`src/rtl/pe_types_pkg.sv`:
```
// Shared PE cluster types: boundary packet payload and port buffer defaults.
package pe_types;

    localparam int unsigned PKT_DATA_W     = 8;
    // Default entries per boundary port buffer channel
    localparam int unsigned PORT_BUF_DEPTH = 2;

    typedef struct packed {
        logic [PKT_DATA_W-1:0] data;
    } packet_t;

endpackage

```
`src/rtl/pe_port_fifo.sv`:
```
// Single-channel boundary FIFO with registered count/pointers.
//   up_empty/up_rdata/up_deq : upstream pop interface (up_deq combinational)
//   dn_deq/dn_empty/dn_rdata : downstream pop interface (head read from regs)
//   flush                    : synchronous discard of all entries
//   nonempty                 : count != 0, for the cluster busy flag
module pe_port_fifo
    import pe_types::*;
#(
    parameter int unsigned DEPTH = PORT_BUF_DEPTH
) (
    input  logic    clk,
    input  logic    rst,
    input  logic    flush,
    input  logic    up_empty,
    input  packet_t up_rdata,
    output logic    up_deq,
    input  logic    dn_deq,
    output logic    dn_empty,
    output packet_t dn_rdata,
    output logic    nonempty
);

    localparam int unsigned PTR_W = (DEPTH > 1) ? $clog2(DEPTH) : 1;
    localparam int unsigned CNT_W = $clog2(DEPTH + 1);

    logic [PTR_W-1:0] rd_ptr;
    logic [PTR_W-1:0] wr_ptr;
    logic [CNT_W-1:0] count;
    packet_t          mem [DEPTH];
    logic             pop;

    // Full blocks the pop even when downstream frees a slot this cycle
    assign up_deq   = rst && !up_empty && (count < CNT_W'(DEPTH)) && !flush;
    assign pop      = dn_deq && (count != '0) && !flush;
    assign dn_empty = (count == '0);
    assign nonempty = (count != '0);
    assign dn_rdata = mem[rd_ptr];

    // Control state; pointers wrap naturally since DEPTH is a power of two
    always_ff @(posedge clk or negedge rst) begin
        if (!rst) begin
            rd_ptr <= '0;
            wr_ptr <= '0;
            count  <= '0;
        end else if (flush) begin
            rd_ptr <= '0;
            wr_ptr <= '0;
            count  <= '0;
        end else begin
            if (up_deq) wr_ptr <= wr_ptr + PTR_W'(1);
            if (pop)    rd_ptr <= rd_ptr + PTR_W'(1);
            case ({up_deq, pop})
                2'b10:   count <= count + CNT_W'(1);
                2'b01:   count <= count - CNT_W'(1);
                default: count <= count;
            endcase
        end
    end

    // Data storage, not reset
    always_ff @(posedge clk) begin
        if (up_deq) mem[wr_ptr] <= up_rdata;
    end

endmodule

```
`src/rtl/pe_cluster_port_buf.sv`:
```
// Per-channel boundary buffer between pe_cluster ingress/egress arrays.
//   up_empty/up_rdata/up_deq : upstream deq/empty/rdata per channel
//   dn_deq/dn_empty/dn_rdata : downstream deq/empty/rdata per channel
//   flush                    : synchronous discard of all buffered entries
//   busy                     : any active channel holds an entry
// Channels with ACTIVE_MASK bit 0 are tied off and carry no storage.
module pe_cluster_port_buf
    import pe_types::*;
#(
    parameter int unsigned          CHANNELS    = 8,
    parameter int unsigned          DEPTH       = PORT_BUF_DEPTH,
    parameter logic [CHANNELS-1:0]  ACTIVE_MASK = '1
) (
    input  logic                    clk,
    input  logic                    rst,
    input  logic    [CHANNELS-1:0]  up_empty,
    input  packet_t [CHANNELS-1:0]  up_rdata,
    output logic    [CHANNELS-1:0]  up_deq,
    input  logic    [CHANNELS-1:0]  dn_deq,
    output logic    [CHANNELS-1:0]  dn_empty,
    output packet_t [CHANNELS-1:0]  dn_rdata,
    input  logic                    flush,
    output logic                    busy
);

    logic [CHANNELS-1:0] nonempty;

    for (genvar g = 0; g < CHANNELS; g++) begin : g_ch
        if (ACTIVE_MASK[g]) begin : g_live
            pe_port_fifo #(
                .DEPTH (DEPTH)
            ) u_fifo (
                .clk      (clk),
                .rst      (rst),
                .flush    (flush),
                .up_empty (up_empty[g]),
                .up_rdata (up_rdata[g]),
                .up_deq   (up_deq[g]),
                .dn_deq   (dn_deq[g]),
                .dn_empty (dn_empty[g]),
                .dn_rdata (dn_rdata[g]),
                .nonempty (nonempty[g])
            );
        end else begin : g_edge
            // Edge channel: never pops upstream, always reads empty
            assign up_deq[g]   = 1'b0;
            assign dn_empty[g] = 1'b1;
            assign dn_rdata[g] = '0;
            assign nonempty[g] = 1'b0;
        end
    end

    assign busy = |nonempty;

endmodule

```
`config.mk`:
```
export PLATFORM = sky130hd
export DESIGN_NAME = pe_cluster_port_buf
export DESIGN_NICKNAME = d
export VERILOG_FILES = /design/src/rtl/pe_types_pkg.sv /design/src/rtl/pe_port_fifo.sv /design/src/rtl/pe_cluster_port_buf.sv
export SDC_FILE = /design/constraint.sdc
export NUM_CORES = 1
export LEC_CHECK = 0
export ABC_CLOCK_PERIOD_IN_PS = 2950
export BUFFER_PORTS_ARGS = -buffer_cell sky130_fd_sc_hd__buf_2
export CORE_MARGIN = 5
export CORE_UTILIZATION = 30
export CTS_BUF_LIST = sky130_fd_sc_hd__clkbuf_8
export DETAILED_ROUTE_END_ITERATION = 16
export GPL_ROUTABILITY_DRIVEN = 0
export HOLD_SLACK_MARGIN = 0.1
export PLACE_DENSITY_LB_ADDON = 0.08
export SYNTH_ARGS = -nofsm -noshare
export SYNTH_HDL_FRONTEND = slang
export SYNTH_SLANG_ARGS = --single-unit
```
`constraint.sdc`:
```
create_clock -name clk -period 2.95 [get_ports clk]
set_input_delay 0.295 -clock clk [delete_from_list [all_inputs] [get_ports clk]]
set_output_delay 0.295 -clock clk [all_outputs]
set_load 0.02 [all_outputs]
```
=== Word-level counts from Yosys, hierarchy flattened ===
Memory sizes are Yosys's and may differ from the RTL's.
Cells that the tools add are included.

* Flip-flop bits (word level): 32
* RAM bits: 128
* Input port bits: 83
* Output and inout bits: 81
* Logic and storage cells: 242
* Memories kept: 8

* $add $sub $neg: 32
* Order comparisons: 8
* Equal/unequal tests: 16
* Muxes and demuxes: 64
* Reductions and logical operators: 90

{| class="wikitable"
|+ Memories
! memory !! words !! bits a word !! rd ports !! clocked after Yosys merged registers in !! write ports !! RTL line !! text
|-
| g_ch[0].g_live.u_fifo.mem || 2 || 8 || 1 || 0 || 1 || pe_port_fifo.sv:29 || <nowiki>packet_t mem [DEPTH];</nowiki>
|-
| g_ch[1].g_live.u_fifo.mem || 2 || 8 || 1 || 0 || 1 || pe_port_fifo.sv:29 ||
|-
| g_ch[2].g_live.u_fifo.mem || 2 || 8 || 1 || 0 || 1 || pe_port_fifo.sv:29 ||
|-
| g_ch[3].g_live.u_fifo.mem || 2 || 8 || 1 || 0 || 1 || pe_port_fifo.sv:29 ||
|-
| g_ch[4].g_live.u_fifo.mem || 2 || 8 || 1 || 0 || 1 || pe_port_fifo.sv:29 ||
|-
| g_ch[5].g_live.u_fifo.mem || 2 || 8 || 1 || 0 || 1 || pe_port_fifo.sv:29 ||
|-
| 2 more memories || - || - || - || - || - || - ||
|}

{| class="wikitable"
|+ Operators with widths
! kind !! number
|-
| two-way mux 1 bit || 48
|-
| nonzero test 2 bit || 24
|-
| logical AND 1 bit || 40
|-
| one-hot mux 2 bit (2 select lines) || 8
|-
| nonzero test 3 bit || 8
|-
| adder 1 bit, second input constant || 16
|-
| adder 2 x 1 -> 2 bit, second input constant || 8
|-
| equality test 2 x 1 -> 1 bit, second input constant || 8
|-
| equality test 2 bit, second input constant || 8
|-
| logical NOT 2 bit || 8
|-
| less-than comparator 2 bit, second input constant || 8
|-
| two-way mux 2 bit || 8
|-
| subtractor 2 x 1 -> 2 bit, second input constant || 8
|-
| logical NOT 1 bit || 9
|-
| OR reduction 8 bit || 1
|}

=== Longest topological paths before layout ===
Gate-level depths: netlist of run 1.

* Depth in word-level cells: 7
* Mapped depth: 5
* Gate-level depth less buffers: 3

=== Cells and area by module ===
From an unflattened synthesis of run 1, not the netlist that was laid out.

* Cell total of the unflattened synthesis: 399
* Area, all modules: 6472.5 µm²

{| class="wikitable"
|+ By module, submodules not included
! module !! instances !! cells each !! area an instance (µm²) !! sequential area each (µm²)
|-
| pe_port_fifo (g_ch[2].g_live.u_fifo ...) || 4 || 49 || 809.5 || 580.6
|-
| pe_port_fifo (g_ch[0].g_live.u_fifo ...) || 4 || 50 || 804.5 || 580.6
|-
| pe_cluster_port_buf || 1 || 3 || 16.3 || 0.0
|}

=== Worst setup path after synthesis of run 1 ===
No wires, ideal clock.

* Path type: input-to-reg
* Start: input flush
* End: memory g_ch[1].g_live.u_fifo.mem[0][0] (netlist bit), enable pin
* Library setup time: 0.395 ns
* Data arrival time: 1.640 ns
* Data required time: 2.555 ns
* Slack: 0.916 ns
* Stages on the path: 4
* Buffers on the path: 2
* Path through: buf_2 nand2b_1 buf_2 nor4_1

* Cells in the longest elaborated chain, start to end: 4

{| class="wikitable"
|+ Ends and longest elaborated chain
! element !! RTL line !! text
|-
| start: declaration || pe_cluster_port_buf.sv:22 || <nowiki>input logic flush,</nowiki>
|-
| logical NOT 1 bit || pe_port_fifo.sv:33 || <nowiki>assign up_deq = rst && !up_empty && (count < CNT_W'(DEPTH)) && !flush;</nowiki>
|-
| logical AND 1 bit || pe_port_fifo.sv:33 ||
|-
| two-way mux 1 bit || pe_port_fifo.sv:62 || <nowiki>if (up_deq) mem[wr_ptr] <= up_rdata;</nowiki>
|-
| two-way mux 1 bit (implied by the code) || pe_port_fifo.sv:62 ||
|-
| end: declaration || pe_port_fifo.sv:29 ||
|}

Every way passes these cells.

=== Final worst setup path of run 1 ===
* Start: input rst
* End: output up_deq[5]

* Cells in the longest elaborated chain, start to end: 3

{| class="wikitable"
|+ Ends and longest elaborated chain
! element !! RTL line !! text
|-
| start: declaration || pe_cluster_port_buf.sv:15 || <nowiki>input logic rst,</nowiki>
|-
| logical AND 1 bit (3 in a row) || pe_port_fifo.sv:33 ||
|-
| end: declaration || pe_cluster_port_buf.sv:18 || <nowiki>output logic [CHANNELS-1:0] up_deq,</nowiki>
|}

Every way passes these cells.

==> results of run 1 <==
==> power by group <==
| part | switching (mW) | internal [mW] | leakage (nW) |
|---|---|---|---|
| Clock | 0.811 | 0.834 | 0.204 |
| Combinational | 0.250 | 0.241 | 1.48 |
| Sequential | 0.0480 | 2.50 | 1.60 |
==> cell type report <==
type / instances / area (µm²)
fillers: 2071 / 13000
clock buffers: 17 / 234
clock inverters: 15 / 169
flip-flops and latches: 160 / 4640
repair buffers: 238 / 1540
multi-input cells: 206 / 1660
inverters: 7 / 26.3
well taps: 280 / 350
==> cells by family (layout without fill, tap and decap cells) <==
family | count (synthesis) | count (layout) | share of synthesized area, %
xor+xnor | 24 | 24 | 3.23
simple gates | 86 | 86 | 8.72
mux | 64 | 64 | 11.1
compound gates | 32 | 32 | 2.46
flops | 160 | 160 | 71.3
buf+inv | 39 | 277 | 3.26
==> stage by stage <==
step	hold slack [ns]	area, µm²	setup WS [ns]
after floorplan	-0.000591	6520	0.916
after global placement	0.461	7570	0.859
after global routing	0.119	8620	0.434
final	0.149	8620	0.693
after detailed placement	0.469	7570	0.865
after CTS	0.105	8620	0.648
==> placed cells by master (no fill, tap or decap), drive strengths merged, types with 16 or more instances in the layout <==
| master | n |
|---|---|
| clkbuf | 17 |
| nor2 | 25 |
| dfrtp | 32 |
| o21ai | 16 |
| xnor2 | 16 |
| mux2 | 64 |
| edfxtp | 128 |
| dlygate4sd3 | 65 |
| a21oi | 16 |
| buf | 173 |
==> metal layers <==
| layer | vias to the layer above | share of wire (%) | GRT usage (%) |
|---|---|---|---|
| li1 | 1929 | - | - |
| met1 | 1911 | 43 | 14.0 |
| met2 | 113 | 50 | 18.6 |
| met3 | 14 | 6.2 | 3.11 |
| met4 | 0 | 1.5 | 4.42 |
| met5 | - | 0 | 0 |
==> worst paths after layout <==
path | from | end | slack (ns) | cells after the start
max reg2reg | g_ch[4].g_live.u_fifo.count[1] | g_ch[4].g_live.u_fifo.mem[1][3] | 1.13 | 3
min in group asynchronous | rst | g_ch[3].g_live.u_fifo.wr_ptr | 0.53 | 3
max | rst | up_deq[5] | 0.69 | 5
min | dn_deq[7] | g_ch[7].g_live.u_fifo.count[0] | 0.15 | 3
max in group asynchronous | rst | g_ch[5].g_live.u_fifo.rd_ptr | 2.03 | 3
min reg2reg | g_ch[5].g_live.u_fifo.wr_ptr | g_ch[5].g_live.u_fifo.wr_ptr | 0.57 | 2
==> timing repair <==
action / in CTS / in global routing
endpoints found under the hold margin: 160 / 0
setup buffers: 0 / 0
hold buffers: 65 / 0
==> flip-flops by register name (all words and copies together), names as in the netlist <==
| name | count |
|---|---|
| g_ch.g_live.u_fifo.count | 16 |
| g_ch.g_live.u_fifo.wr_ptr | 8 |
| g_ch.g_live.u_fifo.mem | 128 |
| g_ch.g_live.u_fifo.rd_ptr | 8 |
==> critical path, cell delays in order <==
cell	delay, ns
dlygate4sd3_1	0.52
buf_2	0.14
nand2b_1	0.44
nor3_1	0.33
buf_2	0.24
==> results.py, run 1 <==
metrics = {
    "synth": {
        "ys.flop_type": "edfxtp_1",
        "synth_most_common_cell": "edfxtp_1",
        "ys_seq_elements": 160,
        "synth_top_area_cell": "edfxtp_1",
        "ys_seq_area_share_pct": 71.3,
        "synth_top_cells_by_count": "128 x edfxtp_1, 64 x mux2_2, 32 x dfrtp_1",
        "synth_edf_count": 128,
        "mappedNetlistNets": 488,
        "yosys.area.top_type_share_pct": 59.0,
        "synth_cell_types": 26,
        "syn_area_um2": 6520,
        "synthArstFlopShare_pct": 20.0,
        "syn_avg_cell_area_um2": 16.1,
        "yosys_warnings": 0,
        "synthesis.instances": 405,
        "synth_area_leaders": "edfxtp_1 59%, dfrtp_1 12%, mux2_2 11%, xnor2_1 2.2%, buf_4 2.0%",
    },
    "global_routing": {
        "grt_overflow": 0,
        "grtUsageTotal_pct": 11.2,
        "grt_pass1_wl_um": 21300,
        "grt_max_degree": 49,
        "grt_pass1_vias": 4004,
        "antenna_found_initial": 0,
    },
    "sta": {
        "period_needed_ns": 2.26,
        "setup_viol": 0,
        "worst_pin_slew_ns": 0.828,
        "setup_tns_ns": 0,
        "grt_setup_unrepaired": "no",
        "finalMaxSlewViolations": 0,
        "finalHoldViolations": 0,
        "finalCritPeriodShare_pct": 76.5,
        "clock.fmax_mhz": 443,
        "relSlewSlack_pct": 44.8,
        "finClkSkew_ns": 0.00684,
    },
    "setup_path": {
        "cp-end-kind": "primary output",
        "cp.required_ns": 2.65,
        "critPathMaxFanout": 14,
        "cp-start-kind": "input pin",
        "crit_type": "in2out",
        "cp.arrival_ns": 1.96,
    },
    "power": {
        "finalPower_mw": 4.69,
        "leakage_nw": 3.28,
        "p_per_area_nw_per_um2": 544,
        "peakVddDrop_mv": 0.269,
    },
    "routing": {
        "num_vias": 3967,
        "viasPerCell": 4.30,
        "wire_per_inst_um": 15.1,
        "first_pass_iters": 4,
        "detail-route-antenna-nets": 0,
        "drt-total-wl_um": 14000,
        "drt-initial-drc-count": 124,
        "drc_errors": 0,
    },
    "final_layout": {
        "syn2layout_area_growth_pct": 32.4,
        "drive_gt1_share_pct": 42.9,
        "diodes": 0,
        "final_cells": 923,
        "utilization_pct": 39.9,
        "fin_nets": 713,
    },
    "clock_tree": {
        "clk_latency_ns": 0.44,
        "cts.path.max_buffers": 2,
        "htreeDepth": 4,
        "cts_tree": "done",
        "cts_buffers": 17,
        "cts_resized": 0,
        "ctsRootBufferMaster": "clkbuf_8",
        "cts_num_sinks": 160,
        "clk_pin_slew_worst_paths_ns": 0.08,
    },
    "die": {
        "fp.dieH_um": 157,
        "core_area_um2": 21600,
        "dieArea_um2": 24800,
        "start_util_pct": 30.1,
        "io_pins": 164,
        "die_width_um": 157,
        "std_cell_rows": 54,
    },
    "outcome": {
        "outcome": "finished, final reports clean",
    },
    "placed_design": {
        "dp_hpwl_um": 9720,
        "port_buffers": 163,
        "dp_cells": 826,
    },
    "worst_hold_path": {
        "hold_class": "in2reg",
    },
    "run": {
        "cap_violations": 0,
    },
}
No activity file was read; power rests on OpenSTA's default activity.
==> inputs of run 2 (changes only) <==
--- a/config.mk
+++ b/config.mk
@@ -5,7 +5,8 @@
 export SDC_FILE = /design/constraint.sdc
 export NUM_CORES = 1
 export LEC_CHECK = 0
-export ABC_CLOCK_PERIOD_IN_PS = 2950
+export ABC_AREA = 1
+export ABC_CLOCK_PERIOD_IN_PS = 2000
 export BUFFER_PORTS_ARGS = -buffer_cell sky130_fd_sc_hd__buf_2
 export CORE_MARGIN = 5
 export CORE_UTILIZATION = 30
==> constraint.sdc (replaced) <==
create_clock -name clk -period 2 [get_ports clk]
set_input_delay 0.2 -clock clk [delete_from_list [all_inputs] [get_ports clk]]
set_output_delay 0.2 -clock clk [all_outputs]
set_load 0.02 [all_outputs]
==> run 2 against run 1 <==
Utilization up 0.57 points. Largest cell class unchanged. Via count grew 28%. Cell count rose by 29%.
==> results.py, run 2 <==
metrics = {
    "global_routing": {
        "grt_use_met1_pct": 15.9,
        "grt_overflow": 0,
        "antenna_found_initial": 2,
        "grt_pass1_vias": 5212,
        "met2_usage_pct": 22.1,
        "grt_busiest_layer": "met2",
        "grt_pass1_wl_um": 26700,
        "grt_max_degree": 33,
        "grtUsageTotal_pct": 12.9,
        "gr-usage-met3_pct": 3.67,
    },
    "synth": {
        "syn_avg_cell_area_um2": 10.6,
        "synth_top_cells_by_count": "258 x nand2_1, 128 x edfxtp_1, 43 x inv_1",
        "synthesis.instances": 647,
        "synth_top_area_cell": "edfxtp_1",
        "synthArstFlopShare_pct": 20.0,
        "yosys_warnings": 0,
        "synth_cell_types": 32,
        "synth_edf_count": 128,
        "synth_most_common_cell": "nand2_1",
        "ys.flop_type": "edfxtp_1",
        "syn_area_um2": 6880,
        "mappedNetlistNets": 730,
        "ys_seq_elements": 160,
        "synth_area_leaders": "edfxtp_1 56%, nand2_1 14%, dfrtp_1 12%, inv_1 2.3%, buf_4 2.0%",
        "yosys.area.top_type_share_pct": 55.8,
        "ys_seq_area_share_pct": 67.5,
    },
    "final_layout": {
        "fin_nets": 975,
        "diodes": 0,
        "largest_register_ffs": 128,
        "top_regs": "g_ch.g_live.u_fifo.mem (128), g_ch.g_live.u_fifo.count (16)",
        "multi_input_area_um2": 1830,
        "utilization_pct": 40.5,
        "seqCellArea_um2": 4650,
        "final_common_cell": "nand2_1",
        "layout_common_cells": "258 x nand2_1, 163 x buf_2, 128 x edfxtp_1, 67 x dlygate4sd3_1, 44 x inv_1",
        "drive_gt1_share_pct": 30.6,
        "syn2layout_area_growth_pct": 33.1,
        "nFillCells": 2219,
        "final_area_um2": 9160,
        "max_flop_register": "g_ch.g_live.u_fifo.mem",
    },
    "outcome": {
        "outcome": "finished, final reports clean",
    },
    "power": {
        "power_switching_mw": 3.34,
        "p_seq_share_pct": 43.5,
        "p_comb_share_pct": 29.8,
        "clock_power_share_pct": 26.8,
        "swShare_pct": 34.8,
        "p_per_area_nw_per_um2": 1050,
        "leakage_nw": 4.06,
        "intPower_mw": 6.25,
        "peakVddDrop_mv": 0.449,
    },
    "die": {
        "core_area_um2": 22600,
        "start_util_pct": 30.4,
        "io_pins": 164,
        "dieArea_um2": 26100,
        "std_cell_rows": 55,
        "die_width_um": 161,
        "fp.dieH_um": 161,
    },
    "routing": {
        "detail-route-antenna-nets": 0,
        "wire_per_inst_um": 13.9,
        "first_pass_iters": 4,
        "viasPerCell": 4.29,
        "drc_errors": 0,
        "num_vias": 5096,
        "drt-total-wl_um": 16500,
        "drt-initial-drc-count": 208,
    },
    "setup_path": {
        "critPathSlowestCell": "dfrtp_1",
        "crit_type": "reg2out",
        "cpPeakStageDelay_ns": 0.46,
        "cp-start-kind": "flip-flop",
        "cp.arrival_ns": 1.67,
        "path_cells": "nor2_4 -> nand4_1 -> or2_2 -> buf_2",
        "cp-end-kind": "primary output",
        "cp.required_ns": 1.80,
        "critPathMaxFanout": 5,
    },
    "sta": {
        "grt_setup_unrepaired": "no",
        "finClkSkew_ns": 0.0102,
        "relSlewSlack_pct": 69.9,
        "worst_pin_slew_ns": 0.451,
        "clock.fmax_mhz": 534,
        "finalCritPeriodShare_pct": 93.7,
        "setup_viol": 0,
        "finalHoldViolations": 0,
        "setup_tns_ns": 0,
        "finalMaxSlewViolations": 0,
        "period_needed_ns": 1.87,
    },
    "clock_tree": {
        "cts.path.max_buffers": 2,
        "clk_pin_slew_worst_paths_ns": 0.08,
        "post_cts_buffers": 0,
        "clk_latency_ns": 0.44,
        "htreeDepth": 4,
        "cts_num_sinks": 160,
        "ctsRootBufferMaster": "clkbuf_8",
        "cts_tree": "done",
        "cts_buffers": 17,
    },
    "worst_hold_path": {
        "hold_class": "in2reg",
    },
    "placed_design": {
        "placed_area_um2": 8030,
        "dp_hpwl_um": 12000,
        "port_buffers": 163,
    },
    "run": {
        "cap_violations": 0,
    },
}
## run 2: cell count changes after synthesis, moves of 13 or more
cell	before	now
nand2_1	0	258
mux2_2	64	0
inv_1	7	43
nand3_1	0	18
nand2_2	0	14
nand3b_1	15	1
xnor2_1	16	2
clkbuf_1	13	0
nor2_2	0	13
## run 2: metrics by stage
step	setup WS, ns	cells	hold slack, ns	power, mW
3_5_place_dp	0.394	1091	0.0442	6.99
5_1_grt	0.00659	1189	0.126	10.2
6_report	0.126	1189	0.137	9.59
3_3_place_gp	0.435	1091	0.0356	6.95
2_1_floorplan	0.472	647	-0.0956	6.10
4_1_cts	0.00573	1189	0.102	9.72
## run 2: layout make-up
type | count | area share (%)
Clock buffer | 17 | 2.55
Clock inverter | 14 | 2.05
Inverter | 56 | 2.46
Multi-Input combinational cell | 401 | 20.0
Sequential cell | 160 | 50.7
Tap cell | 285 | 3.89
Timing Repair Buffer | 256 | 18.4
## run 2: worst paths after layout
check	start	endpoint	slack (ns)	depth (start not counted)
worst min-delay path	dn_deq[5]	g_ch[5].g_live.u_fifo.count[1]	0.14	4
worst min register to register	g_ch[5].g_live.u_fifo.wr_ptr	g_ch[5].g_live.u_fifo.wr_ptr	0.50	1
worst max-delay path	g_ch[6].g_live.u_fifo.count[1]	busy	0.13	4
min in group asynchronous	rst	g_ch[3].g_live.u_fifo.count[1]	0.31	3
max in group asynchronous	rst	g_ch[3].g_live.u_fifo.wr_ptr	1.09	3
worst max register to register	g_ch[4].g_live.u_fifo.count[1]	g_ch[4].g_live.u_fifo.mem[0][0]	0.53	5
## run 2: what timing repair did
action / in CTS / in global routing
gates cloned: 0 / 0
gates resized for setup: 4 / 9
hold buffers: 67 / 0
hold endpoints to repair: 161 / 0
setup endpoints to repair: 1 / 25
## run 2: cells by family after synthesis
family,Yosys count,synth area share [%]
AO/OA/AOI/OAI,30,2.75
buffers and inverters,86,6.34
flip-flops,160,67.5
XOR/XNOR,6,0.763
AND/OR/NAND/NOR,365,22.7
## run 2: power groups by stage
stage / clock, mW / sequential (mW) / combinational (mW)
after global placement: 0 / 4.19 / 2.76
after detailed placement: 0 / 4.20 / 2.78
after CTS: 2.68 / 4.14 / 2.90
final: 2.57 / 4.17 / 2.86
after global routing: 2.81 / 4.21 / 3.18
after floorplan: 0 / 4.12 / 1.99
## run 2: layer usage
metal  part of all wire (%)  vias to the layer above
li1                       -                     2591
met1                     44                     2368
met2                     49                      115
met3                    5.2                       18
met4                    1.3                        4
met5                  0.085                        -
## run 2: worst max-delay path: cells and delay by family, from the launching register on
family / cells / cell delay, ns
DFF: 1 / 0.46
and+or+nand+nor: 3 / 0.60
buffers and inverters: 1 / 0.17
